File: src/rtl/instr_fetch_unit.sv
// Fetch stage: sequential program-memory reads over req/ack into a small
// prefetch FIFO, presented to the core with valid/ready and flushed on redirect.
module instr_fetch_unit #(
    parameter int DEPTH  = 4,
    parameter int ADDR_W = 8,
    parameter int DATA_W = 8
) (
    input  logic                       clk,
    input  logic                       reset_n,
    input  logic                       redirect,
    input  logic [ADDR_W-1:0]          redirect_pc,
    output logic [DATA_W-1:0]          instr_out,
    output logic [ADDR_W-1:0]          instr_pc,
    output logic                       instr_valid,
    input  logic                       instr_ready,
    output logic                       mem_req,
    output logic [ADDR_W-1:0]          mem_addr,
    input  logic                       mem_ack,
    input  logic [DATA_W-1:0]          mem_rdata,
    output logic [$clog2(DEPTH):0]     fifo_level
);

    localparam int PTR_W = $clog2(DEPTH);
    localparam int LVL_W = PTR_W + 1;

    typedef enum logic [0:0] {
        ST_IDLE = 1'b0,
        ST_REQ  = 1'b1
    } state_t;

    state_t              state_r, state_s;
    logic [ADDR_W-1:0]   fetch_pc_r, fetch_pc_s;
    logic [ADDR_W-1:0]   mem_addr_r, mem_addr_s;
    logic                discard_r, discard_s;
    logic                mem_req_r;
    logic                space_s;
    logic                push_s;
    logic                pop_s;

    logic [ADDR_W-1:0]   pc_mem_r   [DEPTH];
    logic [DATA_W-1:0]   data_mem_r [DEPTH];
    logic [PTR_W-1:0]    wr_ptr_r, wr_ptr_s;
    logic [PTR_W-1:0]    rd_ptr_r, rd_ptr_s;
    logic [LVL_W-1:0]    level_r, level_s;
    logic [ADDR_W-1:0]   head_pc_s, instr_pc_r;
    logic [DATA_W-1:0]   head_data_s, instr_out_r;
    logic                instr_valid_r;

    // Fetch FSM next state: redirect wins; a pending request is never withdrawn.
    always_comb begin
        state_s    = state_r;
        fetch_pc_s = fetch_pc_r;
        mem_addr_s = mem_addr_r;
        discard_s  = discard_r;
        push_s     = 1'b0;
        space_s    = (level_r + LVL_W'(state_r == ST_REQ)) < LVL_W'(DEPTH);
        if (redirect) begin
            fetch_pc_s = redirect_pc;
            if ((state_r == ST_REQ) && !mem_ack) begin
                // Old address stays on the bus; its data is dropped on ack.
                discard_s = 1'b1;
            end else begin
                state_s    = ST_REQ;
                mem_addr_s = redirect_pc;
                discard_s  = 1'b0;
            end
        end else begin
            case (state_r)
                ST_IDLE: begin
                    if (space_s) begin
                        state_s    = ST_REQ;
                        mem_addr_s = fetch_pc_r;
                    end else begin
                        state_s = ST_IDLE;
                    end
                end
                ST_REQ: begin
                    if (mem_ack) begin
                        state_s   = ST_IDLE;
                        discard_s = 1'b0;
                        if (discard_r) begin
                            // fetch_pc already holds the redirect target
                            fetch_pc_s = fetch_pc_r;
                        end else begin
                            push_s     = 1'b1;
                            fetch_pc_s = fetch_pc_r + ADDR_W'(1);
                        end
                    end else begin
                        state_s = ST_REQ;
                    end
                end
                default: begin
                    state_s = ST_IDLE;
                end
            endcase
        end
    end

    // Fetch FSM and bus registers.
    always_ff @(posedge clk or negedge reset_n) begin
        if (!reset_n) begin
            state_r    <= ST_IDLE;
            fetch_pc_r <= '0;
            mem_addr_r <= '0;
            discard_r  <= 1'b0;
            mem_req_r  <= 1'b0;
        end else begin
            state_r    <= state_s;
            fetch_pc_r <= fetch_pc_s;
            mem_addr_r <= mem_addr_s;
            discard_r  <= discard_s;
            mem_req_r  <= (state_s == ST_REQ);
        end
    end

    // FIFO pointer and level update; a flush overrides push and pop.
    always_comb begin
        pop_s    = (level_r != '0) && instr_ready && !redirect;
        wr_ptr_s = wr_ptr_r;
        rd_ptr_s = rd_ptr_r;
        level_s  = level_r;
        if (redirect) begin
            wr_ptr_s = '0;
            rd_ptr_s = '0;
            level_s  = '0;
        end else begin
            if (push_s) begin
                wr_ptr_s = wr_ptr_r + PTR_W'(1);
            end else begin
                wr_ptr_s = wr_ptr_r;
            end
            if (pop_s) begin
                rd_ptr_s = rd_ptr_r + PTR_W'(1);
            end else begin
                rd_ptr_s = rd_ptr_r;
            end
            case ({push_s, pop_s})
                2'b10:   level_s = level_r + LVL_W'(1);
                2'b01:   level_s = level_r - LVL_W'(1);
                default: level_s = level_r;
            endcase
        end
    end

    // Next head entry; the entry being written bypasses the array when it becomes head.
    always_comb begin
        head_pc_s   = '0;
        head_data_s = '0;
        if (level_s == '0) begin
            head_pc_s   = '0;
            head_data_s = '0;
        end else if (push_s && (rd_ptr_s == wr_ptr_r)) begin
            head_pc_s   = mem_addr_r;
            head_data_s = mem_rdata;
        end else begin
            head_pc_s   = pc_mem_r[rd_ptr_s];
            head_data_s = data_mem_r[rd_ptr_s];
        end
    end

    // FIFO storage, pointers and registered head outputs.
    always_ff @(posedge clk or negedge reset_n) begin
        if (!reset_n) begin
            for (int i = 0; i < DEPTH; i++) begin
                pc_mem_r[i]   <= '0;
                data_mem_r[i] <= '0;
            end
            wr_ptr_r      <= '0;
            rd_ptr_r      <= '0;
            level_r       <= '0;
            instr_valid_r <= 1'b0;
            instr_pc_r    <= '0;
            instr_out_r   <= '0;
        end else begin
            if (push_s) begin
                pc_mem_r[wr_ptr_r]   <= mem_addr_r;
                data_mem_r[wr_ptr_r] <= mem_rdata;
            end
            wr_ptr_r      <= wr_ptr_s;
            rd_ptr_r      <= rd_ptr_s;
            level_r       <= level_s;
            instr_valid_r <= (level_s != '0);
            instr_pc_r    <= head_pc_s;
            instr_out_r   <= head_data_s;
        end
    end

    assign mem_req     = mem_req_r;
    assign mem_addr    = mem_addr_r;
    assign instr_valid = instr_valid_r;
    assign instr_pc    = instr_pc_r;
    assign instr_out   = instr_out_r;
    assign fifo_level  = level_r;

endmodule

File: config.mk
export PLATFORM = sky130hd
export DESIGN_NAME = instr_fetch_unit
export DESIGN_NICKNAME = d
export VERILOG_FILES = /design/src/rtl/instr_fetch_unit.sv
export SDC_FILE = /design/constraint.sdc
export NUM_CORES = 1
export LEC_CHECK = 0
export CORE_MARGIN = 2
export CORE_UTILIZATION = 45
export DETAILED_ROUTE_END_ITERATION = 8
export PLACE_DENSITY = 0.66
export RECOVER_POWER = 100
export SYNTH_ARGS = -nofsm -noshare
export SYNTH_HDL_FRONTEND = slang
export SYNTH_SLANG_ARGS = --single-unit
File: constraint.sdc
create_clock -name clk -period 7.1 [get_ports clk]
set_input_delay 1.065 -clock clk [delete_from_list [all_inputs] [get_ports clk]]
set_output_delay 1.065 -clock clk [all_outputs]
set_load 0.02 [all_outputs]
==> flow_metrics.tcl, run 1 <==
set metrics [dict create \
    synth_seq_cells 106 \
    peakVddDrop_mv 0.129 \
    drc 0 \
    num_rows 37 \
    worstSetupPathType "in2reg" \
    layout-drive-gt1-share 0.199 \
    fin_skew_ps 8.51 \
    rsz0062_at_grt "false" \
    p_per_area_mw_per_mm2 265 \
    ff2ff_setup_slack_ps 3320 \
    fin_crit_ps 5420 \
    place_inst 548 \
    routed_wl_mm 9.56 \
    gr-total-overflow 0 \
    max_freq_ghz 0.184 \
    dpl_worst_slack_ps 2300 \
    register_area_mm2 0.00265 \
    postSynth.asyncResetShare 1.00 \
    avgSynthCellArea_um2 12.4 \
    r2r-end "instr_pc[5]" \
    worst-path-max-fanout 39 \
    die_w_um 107 \
    cts_tree "yes" \
    hold_ws_ps 514 \
    ctsRootBufferMaster "clkbuf_8" \
    cts_resized 0 \
    num_vias 3099 \
    tns_ps 0 \
    crit_chain "dlygate4sd3_1, clkbuf_1, nor3_1, inv_1, ha_1, fa_1, xnor2_1, or3_1, a41o_1, a31oi_2, a32o_1" \
    core_region_area_mm2 0.0103 \
    drtAntennaViolNets 0 \
    clk_latency_ps 360 \
    synth_ff_type "dfrtp_1" \
    r2r_cells 10 \
    synth_top_area_frac 0.560 \
    nFillCells 960 \
    critPathMaxStageDelay_ps 890 \
    post_drt_wl_per_cell_um 17.0 \
    grt_max_degree 74 \
    startpoint "redirect" \
    htreeDepth 3 \
    ctsHoldBuffers 0 \
    path_clk_slew_ps 100 \
    ys_top_cells_by_area "dfrtp_1 56%, mux2_2 15%, nand2_1 4.4%, a221o_1 3.4%, a32o_1 3.4%" \
    num_io_pins 50 \
    crit_arrival_ps 5720 \
    first_pass_iters 5 \
    netlist_area_mm2 0.00473 \
    grt_pass1_vias 3158 \
    instances_no_fill 564 \
    slew_viol_final 109 \
    start_util 0.461 \
    post_cts_buffers 0 \
    violations "capacitance limit, slew limit" \
    ys_seq_area_frac 0.560 \
    start_kind "input port" \
    die_y_um 107 \
    synth_largest_area_cell "dfrtp_1" \
    nNetsFinal 451 \
    hpwl_mm 5.95 \
    worstSetupEndpointType "flip-flop" \
    setup_viol 0 \
    required_ps 7400 \
    slew_headroom -0.197 \
    hold_viol 0 \
    port_buffers 49 \
    dr.first_iter.drc_count 159 \
    setup_ws_ps 1680 \
    fin_crit_sh 0.764 \
    p_leak_uw 0.00261 \
    min_path_type "reg2reg" \
    via_per_inst 5.49 \
    syn_to_final_growth_pct 16.0 \
    clock-sinks 106 \
    cap_violations 3 \
    antenna_cells 0 \
    syn_nets 410 \
    gp_congestion 0.795 \
    grtUsageTotal 0.179 \
    die_area_mm2 0.0114 \
    worst_pin_slew_ps 1800 \
    ys_types 39 \
    r2r_start "mem_req" \
    crit_end "instr_pc[5]" \
    clockBufferDepth 2 \
    ys_warn_count 0 \
    cts_buffers 9 \
    syn_inst 382 \
    grt_pass1_wl_mm 15.9 \
    crit_slowest_cell "nor3_1" \
    synth_edf_count 0 \
    multi_input_area_mm2 0.00194 \
    status "complete, but fails checks" \
    antenna_found_initial 0 \
]
## flip-flops by register name (all words and copies together) (netlist names)
register,count
data_mem_r,32
discard_r,1
fetch_pc_r,8
fifo_level,3
instr_out,8
instr_pc,8
instr_valid,1
mem_addr,8
mem_req,1
pc_mem_r,32
rd_ptr_r,2
wr_ptr_r,2
## worst max-delay path, delay by kind of cell
family	cells	cell delay (ps)
buffers and inverters	3	1280
adder cells (fa/ha/maj)	2	650
AO/OA/AOI/OAI	3	1340
XOR/XNOR	1	150
AND/OR/NAND/NOR	2	1220
## layer usage
metal	GRT usage	part of all wire	vias to the layer above
li1	-	-	1463
met5	0	0	-
met2	0.298	0.49	58
met1	0.240	0.47	1571
met4	0.0501	0.0091	0
met3	0.0347	0.031	7
## per-stage QoR
step | util | total power [uW] | instance area [um2]
5_1_grt | 0.534 | 1540 | 5490
3_5_place_dp | 0.517 | 1110 | 5310
4_1_cts | 0.536 | 1480 | 5510
3_3_place_gp | 0.517 | 1100 | 5310
6_report | 0.534 | 1460 | 5490
2_1_floorplan | - | 991 | 4730
## final cells by class
class	count	share of cell area
timing repair buffer	53	0.0923
multi-input combinational	246	0.354
clock buffer	10	0.0232
clock inverter	6	0.0121
tap	136	0.0310
sequential	106	0.483
inverter	7	0.00478
## layout by cell type (no fill, tap or decap), types with 2 or more instances in the layout
cell	synthesis	layout
xor2_1	8	8
nand2_1	56	56
mux2_2	64	64
xnor2_1	4	4
dlygate4sd3_1	0	30
clkdlybuf4s50_1	0	18
dfrtp_1	106	106
nand3_1	19	19
clkinvlp_4	0	3
clkbuf_1	11	4
o21ai_0	19	19
buf_4	1	2
inv_1	6	6
clkbuf_8	0	9
nor2_1	6	6
nand4_1	2	2
a221o_1	16	16
a21oi_1	3	3
mux2i_1	10	10
ha_1	6	6
a32o_1	16	16
## logic make-up (layout without fill, tap and decap cells)
family / after synthesis / after routing / synth area share
buffers and inverters: 30 / 76 / 0.0285
DFF: 106 / 106 / 0.560
xor gates and xnor gates: 13 / 13 / 0.0256
muxes: 75 / 75 / 0.178
adders and majority gates: 7 / 7 / 0.0201
AOI/OAI and AO/OA: 60 / 60 / 0.102
and+or+nand+nor: 91 / 91 / 0.0851
## power by group
part / internal [uW] / total [uW] / switching [uW]
clock: 164 / 367 / 203
sequential: 718 / 790 / 72.3
combinational: 157 / 298 / 142
## how the worst min path moves through the flow
stage / startpoint / endpoint / slack, ps / depth (start not counted)
final: data_mem_r[18] / data_mem_r[18] / 510 / 1
after global routing: pc_mem_r[30] / pc_mem_r[30] / 520 / 1
after CTS: data_mem_r[25] / data_mem_r[25] / 510 / 1
after detailed placement: data_mem_r[13] / data_mem_r[13] / 490 / 1
after global placement: pc_mem_r[26] / pc_mem_r[26] / 490 / 1
after floorplan: data_mem_r[14] / data_mem_r[14] / 480 / 1
## cells in the mapped netlist (2+ instances only)
cell and count:
dfrtp_1 106, mux2_2 64, nand2_1 56, nand3_1 19, o21ai_0 19, a221o_1 16, a32o_1 16, clkbuf_1 11
mux2i_1 10, buf_2 8, xor2_1 8, ha_1 6, inv_1 6, nor2_1 6, xnor2_1 4, a21oi_1 3
nand4_1 2
Power figures use the tool's default switching activity.
==> inputs of run 2 (changes only) <==
--- a/config.mk
+++ b/config.mk
@@ -8,7 +8,7 @@
 export CORE_MARGIN = 2
 export CORE_UTILIZATION = 45
 export DETAILED_ROUTE_END_ITERATION = 8
-export PLACE_DENSITY = 0.66
+export PLACE_DENSITY = 0.68
 export RECOVER_POWER = 100
 export SYNTH_ARGS = -nofsm -noshare
 export SYNTH_HDL_FRONTEND = slang
==> constraint.sdc (replaced) <==
create_clock -name clk -period 4.9 [get_ports clk]
set_input_delay 0.735 -clock clk [delete_from_list [all_inputs] [get_ports clk]]
set_output_delay 0.735 -clock clk [all_outputs]
set_load 0.02 [all_outputs]
==> flow_metrics.tcl, run 2 (same netlist as run 1, synthesis figures left out) <==
set metrics [dict create \
    status "complete, but fails checks" \
    violations "capacitance limit, slew limit" \
    p_per_area_mw_per_mm2 378 \
    antenna_cells 0 \
    layout-drive-gt1-share 0.206 \
    die_y_um 107 \
    p_sw_uw 608 \
    start_util 0.461 \
    slew_headroom -0.838 \
    hpwl_mm 6.22 \
    gr-total-overflow 0 \
    gp_congestion 0.753 \
    via_per_inst 5.55 \
    fin_skew_ps 12.7 \
    nNetsFinal 451 \
    setup_viol 0 \
    ctsRootBufferMaster "clkbuf_8" \
    worstSetupEndpointType "flip-flop" \
    worst-path-max-fanout 16 \
    peakVddDrop_mv 0.164 \
    drtAntennaViolNets 0 \
    post_cts_buffers 0 \
    cap_violations 1 \
    path_clk_slew_ps 100 \
    tns_ps 0 \
    cts_tree "yes" \
    multi_input_area_mm2 0.00194 \
    routed_wl_mm 9.84 \
    rsz0062_at_grt "false" \
    clock-sinks 106 \
    num_io_pins 50 \
    antenna_found_initial 0 \
    num_vias 3128 \
    post_drt_wl_per_cell_um 17.4 \
    required_ps 5200 \
    setup_ws_ps 638 \
    worst_pin_slew_ps 2760 \
    grt_pass1_vias 3234 \
    htreeDepth 3 \
    cts_resized 0 \
    largestRegisters "data_mem_r: 32 flops, pc_mem_r: 32 flops" \
    dpl_worst_slack_ps 588 \
    hold_viol 0 \
    dr.first_iter.drc_count 142 \
    power_uw 2070 \
    slew_viol_final 52 \
    port_buffers 49 \
    grt_pass1_wl_mm 16.4 \
    switching_share 0.293 \
    ctsHoldBuffers 0 \
    final_common_cell "dfrtp_1" \
    core_region_area_mm2 0.0103 \
    placed_cell_area_mm2 0.00531 \
    p_seq_frac 0.555 \
    max_freq_ghz 0.235 \
    final_cell_mix "106 x dfrtp_1, 64 x mux2_2, 56 x nand2_1, 31 x dlygate4sd3_1" \
    cts_buffers 9 \
    die_w_um 107 \
    min_path_type "reg2reg" \
    fin_area_mm2 0.00548 \
    p_leak_uw 0.00262 \
    power.internal_uw 1470 \
    nFillCells 920 \
    first_pass_iters 4 \
    num_rows 37 \
    clk_latency_ps 370 \
    syn_to_final_growth_pct 15.8 \
    fin_crit_ps 4260 \
    start_kind "input port" \
    die_area_mm2 0.0114 \
    p_comb_frac 0.207 \
    crit_arrival_ps 4560 \
    pwr-share-clk 0.237 \
    register_area_mm2 0.00265 \
    fin_crit_sh 0.870 \
    grtUsageTotal 0.186 \
    worstSetupPathType "in2reg" \
    clockBufferDepth 2 \
    drc 0 \
    grt_max_degree 57 \
]
## run 2: changes by cell type in the layout (fill, tap and decap cells not counted), sizes merged
cell	before	now
clkinvlp	3	2
buf	2	3
dlygate4sd3	30	31
clkbuf	13	12
clkinv	1	4
inv	8	7
clkdlybuf4s50	18	17
bufinv	1	0
## run 2: through the flow
stage	util	std cells	hold WS (ps)
floorplan	-	382	439
global placement	0.517	548	487
detailed placement	0.517	548	494
CTS	0.535	564	400
global route	0.533	564	525
finish	0.533	564	516
## run 2: routing by layer
metal	vias to the layer above	global-route usage	wire length [um]
met3	7	0.0401	327
met2	58	0.307	4930
met1	1603	0.246	4490
met4	0	0.0566	91
li1	1460	-	-
met5	-	0	0
## run 2: layout make-up
class / instances / share of cell area
sequential: 106 / 0.484
multi-input combinational: 246 / 0.354
timing repair buffer: 53 / 0.0933
tap: 136 / 0.0310
clock buffer: 10 / 0.0251
clock inverter: 6 / 0.00776
inverter: 7 / 0.00479
## run 2: power by group through the flow
stage                     clock network [uW]  registers, uW  logic, uW
after floorplan                            0           1170        263
after global placement                     0           1160        434
after detailed placement                   0           1170        448
after CTS                                511           1150        450
after global routing                     545           1180        481
final                                    492           1150        430
## run 2: worst paths after layout
path                                     start  slack, ps  cells after the start        endpoint
worst max-delay path                   mem_ack        640                     11    instr_out[6]
worst min register to register  data_mem_r[24]        520                      1  data_mem_r[24]
min in group asynchronous              reset_n       1230                      1     instr_valid
max in group asynchronous              reset_n       1210                      2     mem_addr[4]
worst min-delay path            data_mem_r[24]        520                      1  data_mem_r[24]
worst max register to register         mem_req       1160                     10    instr_out[6]
## run 2: critical path, cell delays in order
cell	delay [ps]
dlygate4sd3_1	570
nand2_1	120
nor3_1	600
inv_1	120
ha_1	270
fa_1	390
xnor2_1	150
or3_1	330
a41o_1	300
and4b_1	760
a32o_1	220
==> inputs of run 3 (changes only) <==
--- a/config.mk
+++ b/config.mk
@@ -7,6 +7,7 @@
 export LEC_CHECK = 0
 export CORE_MARGIN = 2
 export CORE_UTILIZATION = 45
+export CTS_CLUSTER_SIZE = 28
 export DETAILED_ROUTE_END_ITERATION = 8
 export PLACE_DENSITY = 0.68
 export RECOVER_POWER = 100
==> results of run 3 <==
The final DEF is identical to that of run 2; final timing and power are the same.
